### src/rtl/contrast_bright_px.sv
`default_nettype none
// ============================================================================
//  Module      : contrast_bright_px
//  Description : Contrast / brightness stage for a CH x DW-bit pixel stream.
//                Three-stage pipeline (centre, multiply, round+offset+clamp).
//                The control set is shadowed into active registers on the
//                Vsync leading edge or on every cycle. Upd_o pulses for one
//                cycle after each frame-synchronous load.
//  Revision    : 1.0  initial release
// ============================================================================
module contrast_bright_px #(
    parameter int DW       = 8,
    parameter int CH       = 3,
    parameter int VS_POL   = 1,
    parameter int UPD_MODE = 0
) (
    input  logic               Pclk,
    input  logic               Rst,
    input  logic               Vsync,
    input  logic               Hsync,
    input  logic               De,
    input  logic [CH*DW-1:0]   Data,
    input  logic               CONTRAST_SIG,
    input  logic               BRIGHT_SIG,
    input  logic [7:0]         CONTRAST,
    input  logic [7:0]         BRIGHT,
    output logic               Vsync_o,
    output logic               Hsync_o,
    output logic               De_o,
    output logic [CH*DW-1:0]   Data_o,
    output logic               Upd_o
);

    // Active level of Vsync and the arithmetic constants of the datapath.
    localparam logic                   c_VS_ACT = (VS_POL != 0);
    localparam logic                   c_IMMED  = (UPD_MODE != 0);
    localparam logic signed [DW:0]     c_MID_D  = (DW+1)'(2**(DW-1));
    localparam logic signed [DW+11:0]  c_MID_R  = (DW+12)'(2**(DW-1));
    localparam logic signed [DW+11:0]  c_RND    = (DW+12)'(64);
    localparam logic signed [DW+11:0]  c_MAX_R  = (DW+12)'(2**DW - 1);

    // Sync pipeline, Vsync edge detector, active controls, update pulse.
    logic        r_vs_q;
    logic [2:0]  r_vs_d;
    logic [2:0]  r_hs_d;
    logic [2:0]  r_de_d;
    logic [7:0]  r_c_act;
    logic [7:0]  r_b_act;
    logic        r_csig_act;
    logic        r_bsig_act;
    logic        r_upd;

    logic        w_vs_lead;
    logic        w_load;

    assign w_vs_lead = (r_vs_q != c_VS_ACT) && (Vsync == c_VS_ACT);
    assign w_load    = c_IMMED || w_vs_lead;

    // Shadow-load the controls and delay the syncs through three stages.
    always_ff @(posedge Pclk) begin
        if (Rst) begin
            r_vs_q     <= ~c_VS_ACT;
            r_vs_d     <= 3'b000;
            r_hs_d     <= 3'b000;
            r_de_d     <= 3'b000;
            r_c_act    <= 8'd128;
            r_b_act    <= 8'd0;
            r_csig_act <= 1'b0;
            r_bsig_act <= 1'b0;
            r_upd      <= 1'b0;
        end else begin
            r_vs_q <= Vsync;
            r_vs_d <= {r_vs_d[1:0], Vsync};
            r_hs_d <= {r_hs_d[1:0], Hsync};
            r_de_d <= {r_de_d[1:0], De};
            r_upd  <= (!c_IMMED) && w_vs_lead;
            if (w_load) begin
                r_c_act    <= CONTRAST;
                r_b_act    <= BRIGHT;
                r_csig_act <= CONTRAST_SIG;
                r_bsig_act <= BRIGHT_SIG;
            end
        end
    end

    assign Vsync_o = r_vs_d[2];
    assign Hsync_o = r_hs_d[2];
    assign De_o    = r_de_d[2];
    assign Upd_o   = r_upd;

    // Effective gain (read by stage 2) and offset (read by stage 3). Both use
    // the active registers as they stand, so a load reaches pixels in flight.
    logic [7:0]              w_gain;
    logic signed [DW+9:0]    w_gain_x;
    logic signed [DW-1:0]    w_b_ext;
    logic signed [DW-1:0]    w_off;
    logic signed [DW+11:0]   w_off_x;

    assign w_gain   = r_csig_act ? r_c_act : 8'd128;
    assign w_gain_x = (DW+10)'($signed({1'b0, w_gain}));
    assign w_b_ext  = DW'($signed(r_b_act));
    assign w_off    = r_bsig_act ? (w_b_ext <<< (DW-8)) : '0;
    assign w_off_x  = (DW+12)'(w_off);

    // Independent per-channel datapaths sharing gain and offset.
    for (genvar c = 0; c < CH; c++) begin : g_ch
        logic [DW-1:0]          w_in;
        logic signed [DW:0]     r_d;
        logic signed [DW+9:0]   w_d_x;
        logic signed [DW+9:0]   r_p;
        logic signed [DW+11:0]  w_p_x;
        logic signed [DW+11:0]  w_r;
        logic [DW-1:0]          r_out;

        assign w_in  = Data[c*DW +: DW];
        assign w_d_x = (DW+10)'(r_d);
        assign w_p_x = (DW+12)'(r_p);
        // Round half up, arithmetic shift floors negative products.
        assign w_r   = ((w_p_x + c_RND) >>> 7) + c_MID_R + w_off_x;

        // Stage 1: centre the sample around mid-scale.
        always_ff @(posedge Pclk) begin
            if (Rst) begin
                r_d <= '0;
            end else begin
                r_d <= $signed({1'b0, w_in}) - c_MID_D;
            end
        end

        // Stage 2: apply the gain.
        always_ff @(posedge Pclk) begin
            if (Rst) begin
                r_p <= '0;
            end else begin
                r_p <= w_d_x * w_gain_x;
            end
        end

        // Stage 3: rescale, re-centre, add offset, saturate; blank outside De.
        always_ff @(posedge Pclk) begin
            if (Rst) begin
                r_out <= '0;
            end else if (!r_de_d[1]) begin
                r_out <= '0;
            end else if (w_r[DW+11]) begin
                r_out <= '0;
            end else if (w_r > c_MAX_R) begin
                r_out <= '1;
            end else begin
                r_out <= w_r[DW-1:0];
            end
        end

        assign Data_o[c*DW +: DW] = r_out;
    end

endmodule
`default_nettype wire

### config.mk
export PLATFORM = sky130hd
export DESIGN_NAME = contrast_bright_px
export DESIGN_NICKNAME = d
export VERILOG_FILES = /design/src/rtl/contrast_bright_px.sv
export SDC_FILE = /design/constraint.sdc
export NUM_CORES = 1
export LEC_CHECK = 0
export BUFFER_PORTS_ARGS = -buffer_cell sky130_fd_sc_hd__buf_2
export CORE_ASPECT_RATIO = 1.4
export CORE_MARGIN = 1
export CORE_UTILIZATION = 30
export DETAILED_ROUTE_END_ITERATION = 6
export PLACE_DENSITY_LB_ADDON = 0.25
export SYNTH_ARGS = -nofsm -noshare
export SYNTH_HDL_FRONTEND = slang
export SYNTH_SLANG_ARGS = --single-unit
### constraint.sdc
create_clock -name Pclk -period 9.7 [get_ports Pclk]
set_clock_uncertainty 0.2 [all_clocks]
set_input_delay 0.485 -clock Pclk [delete_from_list [all_inputs] [get_ports Pclk]]
set_output_delay 0.485 -clock Pclk [all_outputs]
set_load 0.02 [all_outputs]
# Word level (Yosys, flattened, before mapping)
# Index checks and enable logic that the tools add are counted.
# word_totals
register_bits,134
input_bits,47
word_cells,47
# classes
add_sub_neg,12
multipliers,3
magnitude_cmp,3
mux,5
bitwise_logic,2
n_reduce_logical,4
# op_table
operator,count
$add 18x8->19 const B,3
$mul 9x9->18,3
$add 13x8->14,3
$gt 14x9->1 const B,3
$mux 8,5
$add 12x9->13 const B,3
$sub 8x8->9 const B,3
$reduce_or 3->1,3
$not 1->1,2
$logic_and 1x1->1,1

# Logic depth before layout (Yosys ltp)
# Gate-level depths: netlist of run 1.
# depth
word_depth,5
depth_mapped,21
depth_no_buf,19

# Worst setup path before layout of run 1
# No wires, ideal clock.
# synth_path
path_type,reg2reg
startpoint,register r_csig_act
endpoint,register g_ch[1].r_p[17]
setup_ps,114
arrival_time_ps,5133
setup_slack_ps,4253
path_stages_with_launch,21
period_less_slack_ps,5447
cell_sequence,dfxtp_1 clkbuf_1 and2_1 clkbuf_1 buf_1 nand2_1 fa_1 fa_1 inv_1 fa_1 inv_1 fa_1 inv_1 ha_1 nand3_1 nor4_1 nor3_1 a211oi_1 o21a_1 o22ai_1 a21o_1
# synth_via
elab_chain_cells,2
# synth_rtl
element,line,source
start: declaration,49,logic r_csig_act;
start signal: assignment,68,r_csig_act <= 1'b0;
start signal: assignment,80,r_csig_act <= CONTRAST_SIG;
$mux 8,99,assign w_gain = r_csig_act ? r_c_act : 8'd128;
$mul 9x9->18,135,r_p <= w_d_x * w_gain_x;
end signal: assignment,135,
end: declaration,110,logic signed [DW+9:0] r_p;
# Every way passes these cells.
# A chain may end at the register's enable or synchronous reset.

# Worst setup path in the final report of run 1
# layout_path
startpoint,register r_csig_act
endpoint,register g_ch[0].r_p[17]
# layout_via
elab_chain_cells,2
# layout_rtl
element,line
$mux 8,99
$mul 9x9->18,135
end signal: assignment,135
end: declaration,110
# Every way passes these cells.

==> results of run 1 <==
cell families after synthesis:
group,count (synthesis)
muxes,3
AOI/OAI and AO/OA,191
adders and majority gates,336
buffers and inverters,348
xor gates and xnor gates,89
DFF,112
and+or+nand+nor,504
cell usage after synthesis (6+ instances only):
| master | number |
|---|---|
| and2_1 | 42 |
| nand2_1 | 164 |
| a211oi_1 | 8 |
| o21a_1 | 19 |
| ha_1 | 168 |
| a31oi_1 | 7 |
| clkbuf_1 | 36 |
| nor3_1 | 18 |
| dfxtp_1 | 112 |
| inv_1 | 305 |
| a21oi_1 | 72 |
| fa_1 | 168 |
| xor2_1 | 36 |
| a21o_1 | 13 |
| nand2b_1 | 6 |
| nor2_1 | 82 |
| nor2b_1 | 42 |
| nand3_1 | 29 |
| o21ai_0 | 19 |
| and3_1 | 82 |
| o21bai_1 | 8 |
| xnor2_1 | 53 |
cell type report:
class	count	area, um^2
clock buffer	12	256.5
timing repair buffer	79	410.4
clock inverter	4	42.54
fill	4771	30020
inverter	305	1145
multi-input combinational	1123	10120
tap	611	764.5
sequential	112	2243
stage by stage:
stage          instance area (um^2)  hold slack (ps)  cells  setup WS, ps  utilization [%]
4_1_cts                       14990            19.36   2246          3405            33.30
6_report                      14990            45.76   2246          3425            33.30
3_3_place_gp                  14690            215.2   2230          3538            32.63
2_1_floorplan                 13680            213.8   1583          4253                -
5_1_grt                       14990            37.02   2246          2984            33.30
3_5_place_dp                  14690            221.2   2230          3418            32.63
worst min-delay path by stage:
stage                    from             end
floorplan           r_de_d[0]       r_de_d[1]
finish               Data[15]  g_ch[1].r_d[7]
detailed placement  r_hs_d[1]       r_hs_d[2]
global route         Data[23]  g_ch[2].r_d[7]
CTS                  Data[15]  g_ch[1].r_d[7]
global placement    r_hs_d[1]       r_hs_d[2]
flip-flops by register name (all words and copies together), names as in the netlist:
name,flops
r_csig_act,1
g_ch.r_p,36
r_vs_d,3
g_ch.r_d,24
r_hs_d,3
r_de_d,3
r_b_act,8
r_bsig_act,1
r_c_act,8
g_ch.r_out,24
Upd_o,1
per-layer routing:
metal	global-route usage, %	vias to the layer above
met4	5.354	0
li1	-	5127
met3	2.013	41
met1	16.98	4813
met2	25.91	163
met5	0	-
worst max-delay path, stage by stage (launching register included):
cell	delay (ps)
dfxtp_2	320
buf_4	510
and2_1	700
nand2_1	210
inv_1	160
fa_1	540
fa_1	630
inv_1	120
fa_1	480
fa_1	540
inv_1	40
ha_1	330
and2_1	180
a22o_1	230
a311oi_4	330
a21oi_2	120
or4b_1	470
nand3_1	80
power by group:
part	switching [mW]	leakage (nW)	internal (mW)
clock	0.198	0.149	0.195
sequential	0.0310	0.921	0.483
combinational	0.143	6.60	0.103
total	0.372	7.67	0.781
==> run summary, run 1 <==
r2r setup slk: 3420 ps
power consumption: 1.153 mW
crit path DAT: 6390 ps
status: finished, final reports clean
input/output buffers: 74
RR Endpoint: g_ch[0].r_p[17]
Distinct cells, synth: 74
critical path class: reg2reg
post-synth top area share: 24.59%
final hold viol count: 0
Post-Syn Area: 0.01368 mm^2
total wire length: 31250 um
core area: 0.04501 mm^2
chip height: 254.6 um
first-pass GRT wire length: 52250 um
GP Congestion: 0.8684
GRT Residual Overflow: 0
vias per inst: 4.516
Syn-to-layout area delta: 9.588%
Compound-Gate Fraction of Synth Area: 9.469%
Worst Hold Class: in2reg
RSZ-0062 raised after global routing: no
CTS buffer count: 9
sequential fraction of the synthesis area: 16.40%
drt wl/cell: 13.91 um
GRT Resource Usage Total: 14.28%
initial antenna violation count: 0
minimum clock period: 6275 ps
Synth Register Bits: 112
Pre-antenna DRT Iters: 5
Slew Limit Fails: 0
Max Cap Viol: 0
Post-DP HPWL: 26200 um
antenna fix cells: 0
cts hold-fix bufs: 0
# DRC: 0
Pwr per Cell Area: 76.96 mW/mm^2
Rel. slew slack: 33.22%
CP endpoint: g_ch[0].r_p[17]
met2 WL: 15640 um
commonest cells after routing, fill and taps aside: 305 x inv_1, 168 x fa_1, 168 x ha_1
main combinational cell family by area after synthesis: adder cells
mean area per synthesized cell: 8.639 um^2
IO Pins: 75
post-synthesis mux area share: 0.2287%
Mapped Cells: 1583
Highest Signal Layer: met4
crit path max fanout: 86
die area: 0.04646 mm^2
layout cell share with drive strength beyond 1: 7.339%
Fmax: 0.1594 GHz
Setup Buffers After CTS: 0
warnings from Yosys: 0
via count: 10140
Post-Synth Simple-Gate Area: 18.67%
P_leak: 7.669 nW
CTS-repair resized insts: 0
fraction of registers with async set/reset: 0%
Worst Setup End Kind: flip-flop
Setup TNS: 0 ps
synthesized-area fraction occupied by adder cells: 39.96%
Area contributors post-synth: fa_1 25%, dfxtp_1 16%, ha_1 15%, inv_1 8.4%, nand2_1 4.5%
largest net degree at the start of global routing: 87
Max VDD drop: 0.08391 mV
Worst Tran Pin Value: 1000 ps
CTS sink cnt: 112
Post-synth EDFFs: 0
met3 routed wirelength: 945 um
site row count: 92
First DRT Iteration DRCs: 386
maximum clock path buffer count: 2
Synth area leader: fa_1
Final period util: 64.70%
ys flop type: dfxtp_1
xor/xnor share of the synthesized area: 5.700%
vias in the first global route: 10520
post-layout net count: 2013
crit path launch type: flip-flop
critical path data required time: 9820 ps
H-tree levels: 3
Reg2Reg Depth: 17
Starting Density: 30.38%
Worst-path clk slew: 80 ps
later-pin clock latency in the skew report: 390 ps
Post-DRT Antenna Nets: 0
Reg2Reg Launch Point: r_csig_act
Synth Net Count: 1966
CP Launch Point: r_csig_act
most common cell after layout, fill and taps aside: inv_1
TritonCTS clock tree: done
Final Setup Violations: 0
clock root cell: clkbuf_16
wl on met1: 13820 um
Die Wd: 182.4 um
Hold Path Cell Cnt: 2
Power figures use the tool's default switching activity.
==> run 2, diff against run 1 <==
Settings changed: ABC_AREA from default to 1.
Clock period 9.7 ns to 6 ns, I/O delays scaled along.
==> run summary, run 2 <==
crit path DAT: 5260 ps
ys flop type: dfxtp_1
mean area per synthesized cell: 7.133 um^2
layout cell share with drive strength beyond 1: 6.160%
CTS sink cnt: 112
# DRC: 0
Starting Density: 30.35%
Max VDD drop: 0.1461 mV
initial antenna violation count: 0
Max Cap Viol: 0
non-filler cells, final: 2789
maximum clock path buffer count: 2
Endpoint, Worst Hold: r_c_act[3]
later-pin clock latency in the skew report: 390 ps
Pwr per Cell Area: 130.4 mW/mm^2
Mapped Cells: 2043
crit path launch type: flip-flop
Fmax: 0.1933 GHz
Post-Syn Area: 0.01457 mm^2
Post-synth EDFFs: 0
Largest register FFs: 36
CTS buffer count: 9
status: finished, final reports clean
Rel. slew slack: 48.11%
placed cell areas: 0.01569 mm^2
clock root cell: clkbuf_16
hold_sp: CONTRAST[3]
Reg2Reg Depth: 21
antenna fix cells: 0
critical path class: reg2reg
Pre-antenna DRT Iters: 5
Placed Instances: 2730
Setup TNS: 0 ps
First DRT Iteration DRCs: 583
r2r setup slk: 830 ps
Syn-to-layout area delta: 12.71%
slack of the critical path: 825.7 ps
most common cell after layout, fill and taps aside: inv_1
Worst Hold Class: in2reg
RR Endpoint: g_ch[0].r_p[15]
Synth area leader: fa_1
Post-DRT Antenna Nets: 0
minimum clock period: 5174 ps
Die Wd: 188.3 um
Worst-path clk slew: 90 ps
Synth top cells by count: 544 x inv_1, 362 x nand2_1, 266 x nor2_1
FILL cells: 5228
GRT Resource Usage Total: 14.50%
GRT Residual Overflow: 0
Regs by FF count: g_ch.r_p (36), g_ch.r_d (24), g_ch.r_out (24)
most flop-heavy register: g_ch.r_p
fraction of registers with async set/reset: 0%
site row count: 95
post-layout net count: 2537
critical path data required time: 6080 ps
Finished Core Util: 34.20%
RSZ-0062 raised after global routing: no
Worst Setup End Kind: flip-flop
post-synth top area share: 23.08%
Reg2Reg Launch Point: r_csig_act
vias per inst: 4.341
Setup Buffers After CTS: 0
Hold Path Cell Cnt: 3
total wire length: 34620 um
core area: 0.04802 mm^2
vias in the first global route: 12230
count leader, synth: inv_1
Design Area, Final: 0.01642 mm^2
commonest cells after routing, fill and taps aside: 544 x inv_1, 362 x nand2_1, 266 x nor2_1
chip height: 262.8 um
warnings from Yosys: 0
Synth Net Count: 2426
GP Congestion: 0.9158
Worst Tran Pin Value: 778.3 ps
final hold viol count: 0
Final period util: 86.24%
Final Setup Violations: 0
Distinct cells, synth: 38
IO Pins: 75
Area contributors post-synth: fa_1 23%, dfxtp_1 15%, ha_1 14%, inv_1 14%, nand2_1 9.3%
Synth Register Bits: 112
largest net degree at the start of global routing: 47
crit path max fanout: 16
TritonCTS clock tree: done
die area: 0.04947 mm^2
Slew Limit Fails: 0
via count: 12110
input/output buffers: 74
H-tree levels: 3
first-pass GRT wire length: 58240 um
P_leak: 9.113 nW
drt wl/cell: 12.41 um
sequential fraction of the synthesis area: 15.39%
Post-DP HPWL: 29670 um
Post-Place Setup Slack: 870.2 ps
run 2: cell count changes after synthesis, moves of 24 or more:
cell / previous run / this run
o21ai_0: 19 / 45
nor2b_1: 42 / 0
and2_1: 42 / 3
a21oi_1: 72 / 96
and3_1: 82 / 4
inv_1: 305 / 544
xnor2_1: 53 / 22
nand3_1: 29 / 110
nor2_1: 82 / 266
nand2_1: 164 / 362
run 2: how the worst max path moves through the flow:
stage,from,endpoint,slack [ps],cells after the start
finish,r_csig_act,g_ch[0].r_p[15],830,21
global route,r_csig_act,g_ch[0].r_p[16],490,19
CTS,r_csig_act,g_ch[0].r_p[15],850,21
detailed placement,r_csig_act,g_ch[0].r_p[16],870,19
global placement,r_csig_act,g_ch[0].r_p[16],930,19
floorplan,r_csig_act,g_ch[2].r_p[15],1430,21
run 2: critical path, stage by stage, from the launching register on:
cell	delay, ps
dfxtp_1	470
inv_1	90
nor2_1	600
buf_4	360
nor2_1	70
ha_1	270
inv_1	50
fa_1	520
inv_1	50
fa_1	530
inv_1	50
fa_1	520
inv_1	40
ha_1	350
a21oi_1	170
inv_1	80
a21oi_1	210
inv_1	60
a21oi_1	160
nand3_1	90
nand2_1	60
nor2_1	40
run 2: where the power goes:
group	leakage (nW)	internal, mW	switching, mW	total, mW
Sequential	0.922	0.792	0.0395	0.832
Combinational	8.04	0.256	0.415	0.671
Clock	0.150	0.307	0.333	0.640
Total	9.11	1.36	0.787	2.14
run 2: cell families after synthesis:
family,synth area share (%)
AND/OR/NAND/NOR,22.74
buffers and inverters,14.88
adder cells (fa/ha/maj),37.50
AO/OA/AOI/OAI,6.251
flip-flops,15.39
XOR/XNOR,3.237
run 2: cell type report:
class	count	area (um^2)	share of cell area [%]
clock buffer	10	239.0	1.455
clock inverter	6	67.56	0.4114
inverter	550	2064	12.57
multi-input combinational	1356	10160	61.87
sequential	112	2242	13.65
tap	630	788.3	4.799
timing repair buffer	125	860.8	5.241
run 2: timing repair:
| action | CTS | global route |
|---|---|---|
| hold buffers | 43 | 0 |
| hold endpoints to repair | 43 | 0 |
| resized for setup | 0 | 0 |
run 2: metrics by stage:
step | hold slack (ps) | total power, mW
2_1_floorplan | 172.4 | 1.340
3_3_place_gp | 188.8 | 1.498
3_5_place_dp | 196.2 | 1.501
4_1_cts | 6.296 | 2.177
5_1_grt | 28.27 | 2.318
6_report | 5.269 | 2.142
run 2: routing by layer:
| layer | share of wire (%) | track usage, % | vias up |
|---|---|---|---|
| met5 | 0 | 0 | - |
| met4 | 2.8 | 5.186 | 0 |
| met3 | 2.7 | 1.816 | 40 |
| met2 | 49 | 25.76 | 181 |
| met1 | 46 | 17.77 | 5560 |
| li1 | - | - | 6325 |
